`src/rtl/frame_rx_if.sv`:
```
// Received-word handshake between the frame receiver and its consumer.
interface frame_rx_if #(
  parameter int N = 8
);
  logic [N-1:0] data;
  logic         valid;
  logic         ready;

  modport master (output data, output valid, input ready);
  modport slave  (input data, input valid, output ready);
endinterface

```
`src/rtl/frame_rx_ctrl.sv`:
```
// Oversampled serial frame receiver controller. It sequences an external
// shift register (clear / shift-enable / serial bit) and publishes the
// completed word through a valid/ready handshake with sticky error flags.
//
// state | meaning
// IDLE  | line idle, waiting for rx low (start edge)
// START | counting to mid start bit, confirming it is still low
// DATA  | sampling N data bits at mid-bit, one shift per bit
// STOP  | sampling the stop bit, delivering the word
module frame_rx_ctrl #(
  parameter int N   = 8,
  parameter int OVS = 16
) (
  input  logic         clk,
  input  logic         reset,
  input  logic         tick,
  input  logic         rx,
  input  logic [N-1:0] sr_q,
  output logic         sr_in,
  output logic         sr_en,
  output logic         sr_clear,
  frame_rx_if.master   word,
  output logic         frame_err,
  output logic         overrun,
  input  logic         err_clr
);

  localparam int TW = $clog2(OVS);
  localparam int BW = $clog2(N + 1);
  localparam logic [TW-1:0] T_FULL = TW'(OVS - 1);
  localparam logic [TW-1:0] T_HALF = TW'(OVS / 2 - 1);
  localparam logic [BW-1:0] B_LAST = BW'(N - 1);

  typedef enum logic [1:0] {IDLE, START, DATA, STOP} state_t;

  state_t        state, state_nx;
  logic [TW-1:0] tick_cnt, tick_nx;
  logic [BW-1:0] bit_cnt, bit_nx;
  logic          stop_smp;
  logic          ferr_set, ovr_set;

  // State and counter registers.
  always_ff @(posedge clk) begin
    if (reset) begin
      state    <= IDLE;
      tick_cnt <= '0;
      bit_cnt  <= '0;
    end else begin
      state    <= state_nx;
      tick_cnt <= tick_nx;
      bit_cnt  <= bit_nx;
    end
  end

  // Next-state, counter updates and shift register strobes.
  always_comb begin
    state_nx = state;
    tick_nx  = tick_cnt;
    bit_nx   = bit_cnt;
    sr_en    = 1'b0;
    sr_in    = 1'b0;
    sr_clear = 1'b0;
    stop_smp = 1'b0;
    case (state)
      IDLE: begin
        if (!rx) begin
          sr_clear = 1'b1;
          tick_nx  = '0;
          state_nx = START;
        end
      end
      START: begin
        if (tick) begin
          if (tick_cnt == T_HALF) begin
            if (!rx) begin
              tick_nx  = '0;
              bit_nx   = '0;
              state_nx = DATA;
            end else begin
              state_nx = IDLE;
            end
          end else begin
            tick_nx = tick_cnt + TW'(1);
          end
        end
      end
      DATA: begin
        if (tick) begin
          if (tick_cnt == T_FULL) begin
            sr_en   = 1'b1;
            sr_in   = rx;
            bit_nx  = bit_cnt + BW'(1);
            tick_nx = '0;
            if (bit_cnt == B_LAST) state_nx = STOP;
          end else begin
            tick_nx = tick_cnt + TW'(1);
          end
        end
      end
      STOP: begin
        if (tick) begin
          if (tick_cnt == T_FULL) begin
            stop_smp = 1'b1;
            tick_nx  = '0;
            state_nx = IDLE;
          end else begin
            tick_nx = tick_cnt + TW'(1);
          end
        end
      end
      default: state_nx = IDLE;
    endcase
    // Reset holds the external register cleared and suppresses any shift.
    if (reset) begin
      sr_en    = 1'b0;
      sr_in    = 1'b0;
      sr_clear = 1'b1;
      stop_smp = 1'b0;
    end
  end

  assign ferr_set = stop_smp & ~rx;
  assign ovr_set  = stop_smp & word.valid & ~word.ready;

  // Word delivery and valid/ready handshake; a new word wins over consumption.
  always_ff @(posedge clk) begin
    if (reset) begin
      word.data  <= '0;
      word.valid <= 1'b0;
    end else if (stop_smp) begin
      word.data  <= sr_q;
      word.valid <= 1'b1;
    end else if (word.valid && word.ready) begin
      word.valid <= 1'b0;
    end
  end

  // Sticky error flags; a set event in the same cycle beats err_clr.
  always_ff @(posedge clk) begin
    if (reset) begin
      frame_err <= 1'b0;
      overrun   <= 1'b0;
    end else begin
      if (ferr_set)     frame_err <= 1'b1;
      else if (err_clr) frame_err <= 1'b0;
      if (ovr_set)      overrun   <= 1'b1;
      else if (err_clr) overrun   <= 1'b0;
    end
  end

endmodule

```
`src/flat_wrapper.sv`:
```
// flat-port wrapper written by rule: the top's interface ports become plain ports
module frame_rx_ctrl_flat 
#(
  parameter int N   = 8,
  parameter int OVS = 16
)
  (clk, reset, tick, rx, sr_q, sr_in, sr_en, sr_clear, frame_err, overrun, err_clr, word_data, word_valid, word_ready);
  frame_rx_if #(.N(N)) word_i ();
  input  logic clk;
  input  logic reset;
  input  logic tick;
  input  logic rx;
  input  logic [N-1:0] sr_q;
  output logic sr_in;
  output logic sr_en;
  output logic sr_clear;
  output logic frame_err;
  output logic overrun;
  input  logic err_clr;
  output wire logic [$bits(word_i.data)-1:0] word_data;
  output wire logic [$bits(word_i.valid)-1:0] word_valid;
  input wire logic [$bits(word_i.ready)-1:0] word_ready;
  assign word_data = word_i.data;
  assign word_valid = word_i.valid;
  assign word_i.ready = word_ready;
  frame_rx_ctrl #(.N(N), .OVS(OVS)) u_core (.clk(clk), .reset(reset), .tick(tick), .rx(rx), .sr_q(sr_q), .sr_in(sr_in), .sr_en(sr_en), .sr_clear(sr_clear), .word(word_i), .frame_err(frame_err), .overrun(overrun), .err_clr(err_clr));
endmodule
```
`config.mk`:
```
export PLATFORM = sky130hd
export DESIGN_NAME = frame_rx_ctrl_flat
export DESIGN_NICKNAME = d
export VERILOG_FILES = /design/src/rtl/frame_rx_if.sv /design/src/rtl/frame_rx_ctrl.sv /design/src/flat_wrapper.sv
export SDC_FILE = /design/constraint.sdc
export NUM_CORES = 1
export LEC_CHECK = 0
export ABC_AREA = 1
export ABC_CLOCK_PERIOD_IN_PS = 1900
export BUFFER_PORTS_ARGS = -buffer_cell sky130_fd_sc_hd__buf_2
export CORE_UTILIZATION = 50
export CTS_CLUSTER_DIAMETER = 150
export DETAILED_ROUTE_END_ITERATION = 10
export PLACE_DENSITY = 0.77
export SKIP_LAST_GASP = 1
export SYNTH_ARGS = -nofsm -noshare
export SYNTH_HDL_FRONTEND = slang
export SYNTH_SLANG_ARGS = --single-unit
```
`constraint.sdc`:
```
create_clock -name clk -period 1.9 [get_ports clk]
set_input_delay 0.38 -clock clk [delete_from_list [all_inputs] [get_ports clk]]
set_output_delay 0.38 -clock clk [all_outputs]
set_load 0.05 [all_outputs]
```
==> results of run 1 <==
[final cells by class]
class / instances / area (um2) / share of cell area
Clock buffer: 3 / 22.5 / 0.0176
Sequential cell: 21 / 428 / 0.334
Tap cell: 25 / 31.3 / 0.0244
Clock inverter: 1 / 5.00 / 0.00391
Timing Repair Buffer: 31 / 174 / 0.136
Inverter: 13 / 48.8 / 0.0381
Multi-Input combinational cell: 104 / 572 / 0.446
[synth_stat cells, drive strengths merged]
master | instances | share of area
buf | 1 | 0.011
o31ai | 1 | 0.0074
nand3b | 3 | 0.022
nand3 | 13 | 0.069
nand2 | 47 | 0.18
inv | 13 | 0.048
nor3 | 1 | 0.0050
a21oi | 10 | 0.050
o21ai | 12 | 0.059
nor2 | 11 | 0.066
xor2 | 2 | 0.017
ha | 2 | 0.025
clkbuf | 1 | 0.0037
a21boi | 1 | 0.0074
o211a | 1 | 0.0099
dfxtp | 21 | 0.42
[sequential cells by signal, indices dropped and copies added, names as in the netlist, named ones only]
name	count
u_core.word.data	8
u_core.bit_cnt	4
u_core.tick_cnt	4
u_core.frame_err	1
u_core.overrun	1
u_core.state	1
u_core.word.valid	1
[per-stage QoR]
stage / setup WS (ps) / area, um2 / util / total power, uW / setup TNS (ps)
CTS: 0.952 / 1260 / 0.701 / 1070 / 0
global route: 15.7 / 1280 / 0.711 / 1150 / 0
detailed placement: 93.2 / 1180 / 0.653 / 817 / 0
global placement: 179 / 1180 / 0.653 / 808 / 0
finish: 87.2 / 1280 / 0.711 / 1080 / 0
floorplan: -11.3 / 1020 / - / 746 / -11.3
[power by group]
part	leakage [uW]	internal [uW]	total (uW)	switching (uW)
clock network	0.0000177	78.6	219	141
registers	0.000172	480	521	40.8
logic	0.000376	124	336	212
total	0.000565	683	1080	393
[metal layers]
metal  GRT usage  vias to the layer above
met5           0                        -
met4       0.103                        0
met3      0.0462                        4
met2       0.347                       26
met1       0.286                      452
li1            -                      521
[timing repair]
| item | CTS | global route |
|---|---|---|
| gates resized for setup | 12 | 3 |
| setup buffers | 2 | 1 |
| endpoints found under the setup margin | 2 | 2 |
| pin swaps | 1 | 1 |
[logic make-up after synthesis]
logic type               count (synthesis)
AO/OA/AOI/OAI                           25
XOR/XNOR                                 2
adder cells (fa/ha/maj)                  2
buffers and inverters                   15
flip-flops                              21
AND/OR/NAND/NOR                         75
[final timing paths]
check                                           to  slack [ps]  depth (start not counted)
setup / recovery                             sr_in          90                          6
hold / removal    u_core.word.data[7]$_SDFFE_PP0N_         270                          3
setup reg to reg    u_core.bit_cnt[0]$_SDFFE_PP0P_         450                          8
hold reg to reg      u_core.frame_err$_SDFFE_PP0P_         490                          2
[worst register-to-register path: stages, from the launching register on]
cell and delay [ps]:
dfxtp_4 380, ha_4 160, nand3_1 110, nand2_1 110, nand2_2 80, inv_1 120
nand3_1 120, o21ai_1 200, nor2_1 70
==> results.py, run 1 <==
metrics = {
    "run_status": {
        "outcome": "completed",
    },
    "routing": {
        "topRoutingLayerUsed": "met4",
        "drtAntennaViolNets": 0,
        "drcViolationCount": 0,
        "viasPerCell": 5.07,
        "drt-met1-wl_um": 1040,
        "drt_iter0_drc": 17,
        "num_vias": 1003,
        "met2_length_um": 1010,
        "dr.pass1.iters": 4,
        "dr_wl_met3_um": 75,
        "drt-total-wl_um": 2150,
        "wl_per_cell_um": 10.8,
    },
    "critical_path": {
        "cp-startpoint": "u_core.tick_cnt[0]$_SDFFE_PP0P_",
        "crit_chain": "ha_4 -> nand3_4 -> inv_2 -> nand3_4 -> nor3_4 -> buf_6",
        "path_buf_inv": 2,
        "cp-end-kind": "output port",
        "crit_family": "flip-flops",
        "worstPathMaxFanout": 5,
        "criticalPathCategory": "flip-flop to output port",
        "critical_path_required_ps": 1520,
        "cpPeakStageDelay_ps": 380,
        "start_kind": "flip-flop",
        "r2r-start": "u_core.tick_cnt[0]$_SDFFE_PP0P_",
        "arrival_ps": 1430,
        "cp_common_cell": "nand3_4",
        "cp_slowest_cell": "dfxtp_4",
    },
    "global_routing": {
        "grt_pass1_vias": 826,
        "antenna_found_initial": 0,
        "gr-total-overflow": 0,
        "grt_start_max_net_pins": 18,
        "grt_pass1_wl_um": 3390,
        "track_usage": 0.220,
    },
    "cts": {
        "clk_latency_ps": 310,
        "hold_buffers": 0,
        "htreeDepth": 1,
        "cts_tree": "yes",
        "cts_max_path_buffers": 2,
        "numCtsBuffers": 3,
        "cts.sinks": 21,
        "clk_pin_slew_ps": 120,
        "root_buffer": "clkbuf_4",
    },
    "timing": {
        "skew_ps": 3.60,
        "report.final.slew_viol_count": 0,
        "tightest_slew_ps": 310,
        "slew_headroom": 0.793,
        "whs_ps": 266,
        "fin_crit_ps": 1810,
        "hold_viol_final": 0,
        "setup_violations": 0,
        "rsz0062_at_grt": "false",
        "clock.fmax_mhz": 552,
        "fin_crit_sh": 0.954,
    },
    "synth": {
        "yosys_register_bits": 21,
        "synthAdderAreaFrac": 0.0248,
        "synth-compound-area-share": 0.134,
        "syn_inst": 140,
        "syn_area_um2": 1010,
        "synth_simple_gate_area_frac": 0.344,
        "synth_nets": 156,
        "yosysWarnings": 0,
        "ys_types": 22,
        "muxShareOfSynthArea": 0,
        "ys_seq_area_frac": 0.416,
        "syn-mean-instance-area_um2": 7.21,
        "synth_top_family_by_area": "simple AND/OR/NAND/NOR gates",
        "synth_xor_area_frac": 0.0173,
    },
    "finish": {
        "n_fill_cell": 156,
        "final_common_cell": "nand2_1",
        "antenna_cells": 0,
        "drive_above_1_share": 0.318,
        "fin_nets": 190,
        "mostFrequentLayoutCells": "44 x nand2_1, 25 x buf_2, 17 x dfxtp_1, 11 x nand3_1",
        "area_growth_syn_to_layout_pct": 26.9,
        "layout.cells.non_filler": 198,
    },
    "pwr": {
        "cellPowerDensity_nw_per_um2": 840,
        "leakage_uw": 0.000565,
        "vdd_drop_max_mv": 0.612,
    },
    "floorplan": {
        "die-area_um2": 2200,
        "core_um2": 1800,
        "io_pins": 28,
        "rows": 15,
        "start_util": 0.560,
        "fp.dieW_um": 46.9,
        "die_h_um": 46.9,
    },
    "min_path": {
        "hp-start": "sr_q[7]",
        "hold_path.class": "input port to flip-flop",
    },
    "placed_design": {
        "dpl.cell_count": 191,
        "numPortBuffers": 27,
        "dp.final_hpwl_um": 1570,
        "place.gp.congestion": 0.811,
    },
    "run": {
        "maxCapViolCount": 0,
    },
}
No activity file was read; power rests on OpenSTA's default activity.
==> run 2: changes to the inputs <==
- ABC_CLOCK_PERIOD_IN_PS: 1900 -> 1600
- BUFFER_PORTS_ARGS: -buffer_cell sky130_fd_sc_hd__buf_2 -> -buffer_cell sky130_fd_sc_hd__buf_4
- CORE_UTILIZATION: 50 -> 45
- PLACE_DENSITY: 0.77 -> 0.73
- clock period: 1.9 -> 1.6 ns (I/O delays scaled with it)
==> run 2 against run 1 <==
The flow now finishes with violations (setup timing). Flip-flop and latch count stayed put. Via count up 11%. Critical path depth down 1. Largest power group unchanged. Global-route usage is 2.5 points higher. Register-to-register slack lost 470 ps. Clock skew down 1.2 ps.
==> results.py, run 2 (synthesized netlist as in run 1, its figures left out) <==
metrics = {
    "routing": {
        "viasPerCell": 5.27,
        "drcViolationCount": 0,
        "num_vias": 1112,
        "drt_iter0_drc": 33,
        "drtAntennaViolNets": 0,
        "dr.pass1.iters": 6,
        "drt-total-wl_um": 2760,
        "wl_per_cell_um": 13.1,
    },
    "cts": {
        "cts_max_path_buffers": 2,
        "clk_latency_ps": 300,
        "clk_pin_slew_ps": 120,
        "cts_tree": "yes",
        "numCtsBuffers": 3,
        "htreeDepth": 1,
        "root_buffer": "clkbuf_4",
        "cts.sinks": 21,
    },
    "critical_path": {
        "cp_common_cell": "inv_2",
        "r2r-start": "u_core.tick_cnt[1]$_SDFFE_PP0P_",
        "cp_slowest_cell": "dfxtp_4",
        "path_buf_inv": 3,
        "criticalPathCategory": "flip-flop to output port",
        "regToRegEndpoint": "u_core.word.data[5]$_SDFFE_PP0N_",
        "arrival_ps": 1370,
        "rr_worst_depth": 11,
        "cp-end-kind": "output port",
        "reg2reg_slack_ps": -20,
        "critical_path_required_ps": 1280,
        "start_kind": "flip-flop",
        "worst-path-stages": 5,
        "crit_end": "sr_in",
        "crit_family": "flip-flops",
        "crit_chain": "inv_2 -> nor2_4 -> inv_2 -> nor3_4 -> buf_6",
        "cpPeakStageDelay_ps": 400,
        "worstPathMaxFanout": 5,
    },
    "pwr": {
        "cellPowerDensity_nw_per_um2": 926,
        "p_total_uw": 1360,
        "leakage_uw": 0.000636,
        "vdd_drop_max_mv": 0.741,
    },
    "placed_design": {
        "place.gp.congestion": 0.848,
        "numPortBuffers": 27,
        "place_ws_ps": -18.3,
        "dp.final_hpwl_um": 1770,
    },
    "finish": {
        "fin_nets": 201,
        "n_fill_cell": 161,
        "area_growth_syn_to_layout_pct": 45.2,
        "final_common_cell": "nand2_1",
        "drive_above_1_share": 0.391,
        "antenna_cells": 0,
        "reg_top3": "u_core.word.data x8, u_core.bit_cnt x4, u_core.tick_cnt x4",
        "mostFrequentLayoutCells": "43 x nand2_1, 38 x buf_4, 17 x dfxtp_1, 10 x nand3_1, 10 x a21oi_1",
        "regMostFlops": "u_core.word.data",
        "largest_reg_flops": 8,
    },
    "global_routing": {
        "gr-total-overflow": 0,
        "track_usage": 0.244,
        "grt_pass1_wl_um": 4690,
        "grt_pass1_vias": 1094,
        "grt_start_max_net_pins": 17,
        "antenna_found_initial": 0,
    },
    "timing": {
        "fin_crit_sh": 1.05,
        "clock.fmax_mhz": 593,
        "rsz0062_at_grt": "true",
        "slew_headroom": 0.819,
        "fin_crit_ps": 1690,
        "setup_violations": 8,
        "hold_viol_final": 0,
        "skew_ps": 2.38,
        "tightest_slew_ps": 270,
        "worst_slack_ps": -86.6,
        "report.final.slew_viol_count": 0,
    },
    "floorplan": {
        "fp.dieW_um": 49.4,
        "die-area_um2": 2440,
        "rows": 16,
        "core_um2": 2040,
        "start_util": 0.494,
        "io_pins": 28,
        "die_h_um": 49.4,
    },
    "run_status": {
        "outcome": "finished, violations left",
        "failed_checks": "setup timing",
    },
    "min_path": {
        "hp-start": "sr_q[6]",
        "hold_path.class": "input port to flip-flop",
    },
    "run": {
        "maxCapViolCount": 0,
    },
}
-- run 2: cell types whose count changed in the layout (fill, tap and decap cells not counted), moves of 2 or more --
cell,change
buf_2,-25
buf_4,+33
buf_6,+2
o21ai_2,+2
-- run 2: area by class of cell --
cell class / instances / area [um2] / area share
well taps: 27 / 33.8 / 0.0230
repair buffers: 42 / 339 / 0.231
multi-input cells: 104 / 589 / 0.402
inverters: 13 / 48.8 / 0.0333
flip-flops and latches: 21 / 428 / 0.292
clock buffers: 3 / 22.5 / 0.0154
clock inverters: 1 / 5.00 / 0.00341
-- run 2: report_power, final --
group	leakage (uW)	internal, uW	switching, uW
Clock	0.0000177	93.0	163
Combinational	0.000446	189	292
Sequential	0.000172	569	52.5
-- run 2: worst min path at each step --
stage	to	cells past startpoint
floorplan	flip-flop	1
global placement	u_core.frame_err$_SDFFE_PP0P_	2
detailed placement	u_core.frame_err$_SDFFE_PP0P_	2
CTS	u_core.word.data[6]$_SDFFE_PP0N_	3
global route	u_core.word.data[4]$_SDFFE_PP0N_	3
finish	u_core.word.data[6]$_SDFFE_PP0N_	3
-- run 2: per-layer routing --
metal	share of wire	up-vias	wire, um	GRT usage
li1	-	546	-	-
met1	0.44	523	1210	0.296
met2	0.51	39	1410	0.438
met3	0.043	4	119	0.0405
met4	0.0069	0	19	0.0714
met5	0	-	0	0
-- run 2: what timing repair did --
action / 4_1_cts / 5_1_grt
gates resized for setup: 11 / 11
endpoints found under the setup margin: 11 / 16
hold buffers: 0 / 0
pin swaps: 3 / 5
buffers inserted: 7 / 3
-- run 2: worst min-delay path: stages --
cell and delay (ps):
buf_4 70, nand2_1 40, o21ai_0 50
-- run 2: through the flow --
stage | hold WS (ps) | util | TNS, ps | cell area (um2) | cells
2_1_floorplan | 389 | - | -309 | 1020 | 140
4_1_cts | 207 | 0.692 | -186 | 1410 | 208
5_1_grt | 207 | 0.718 | -1030 | 1470 | 211
6_report | 210 | 0.718 | -192 | 1470 | 211
3_3_place_gp | 456 | 0.625 | 0 | 1280 | 197
3_5_place_dp | 460 | 0.625 | -18.3 | 1280 | 197
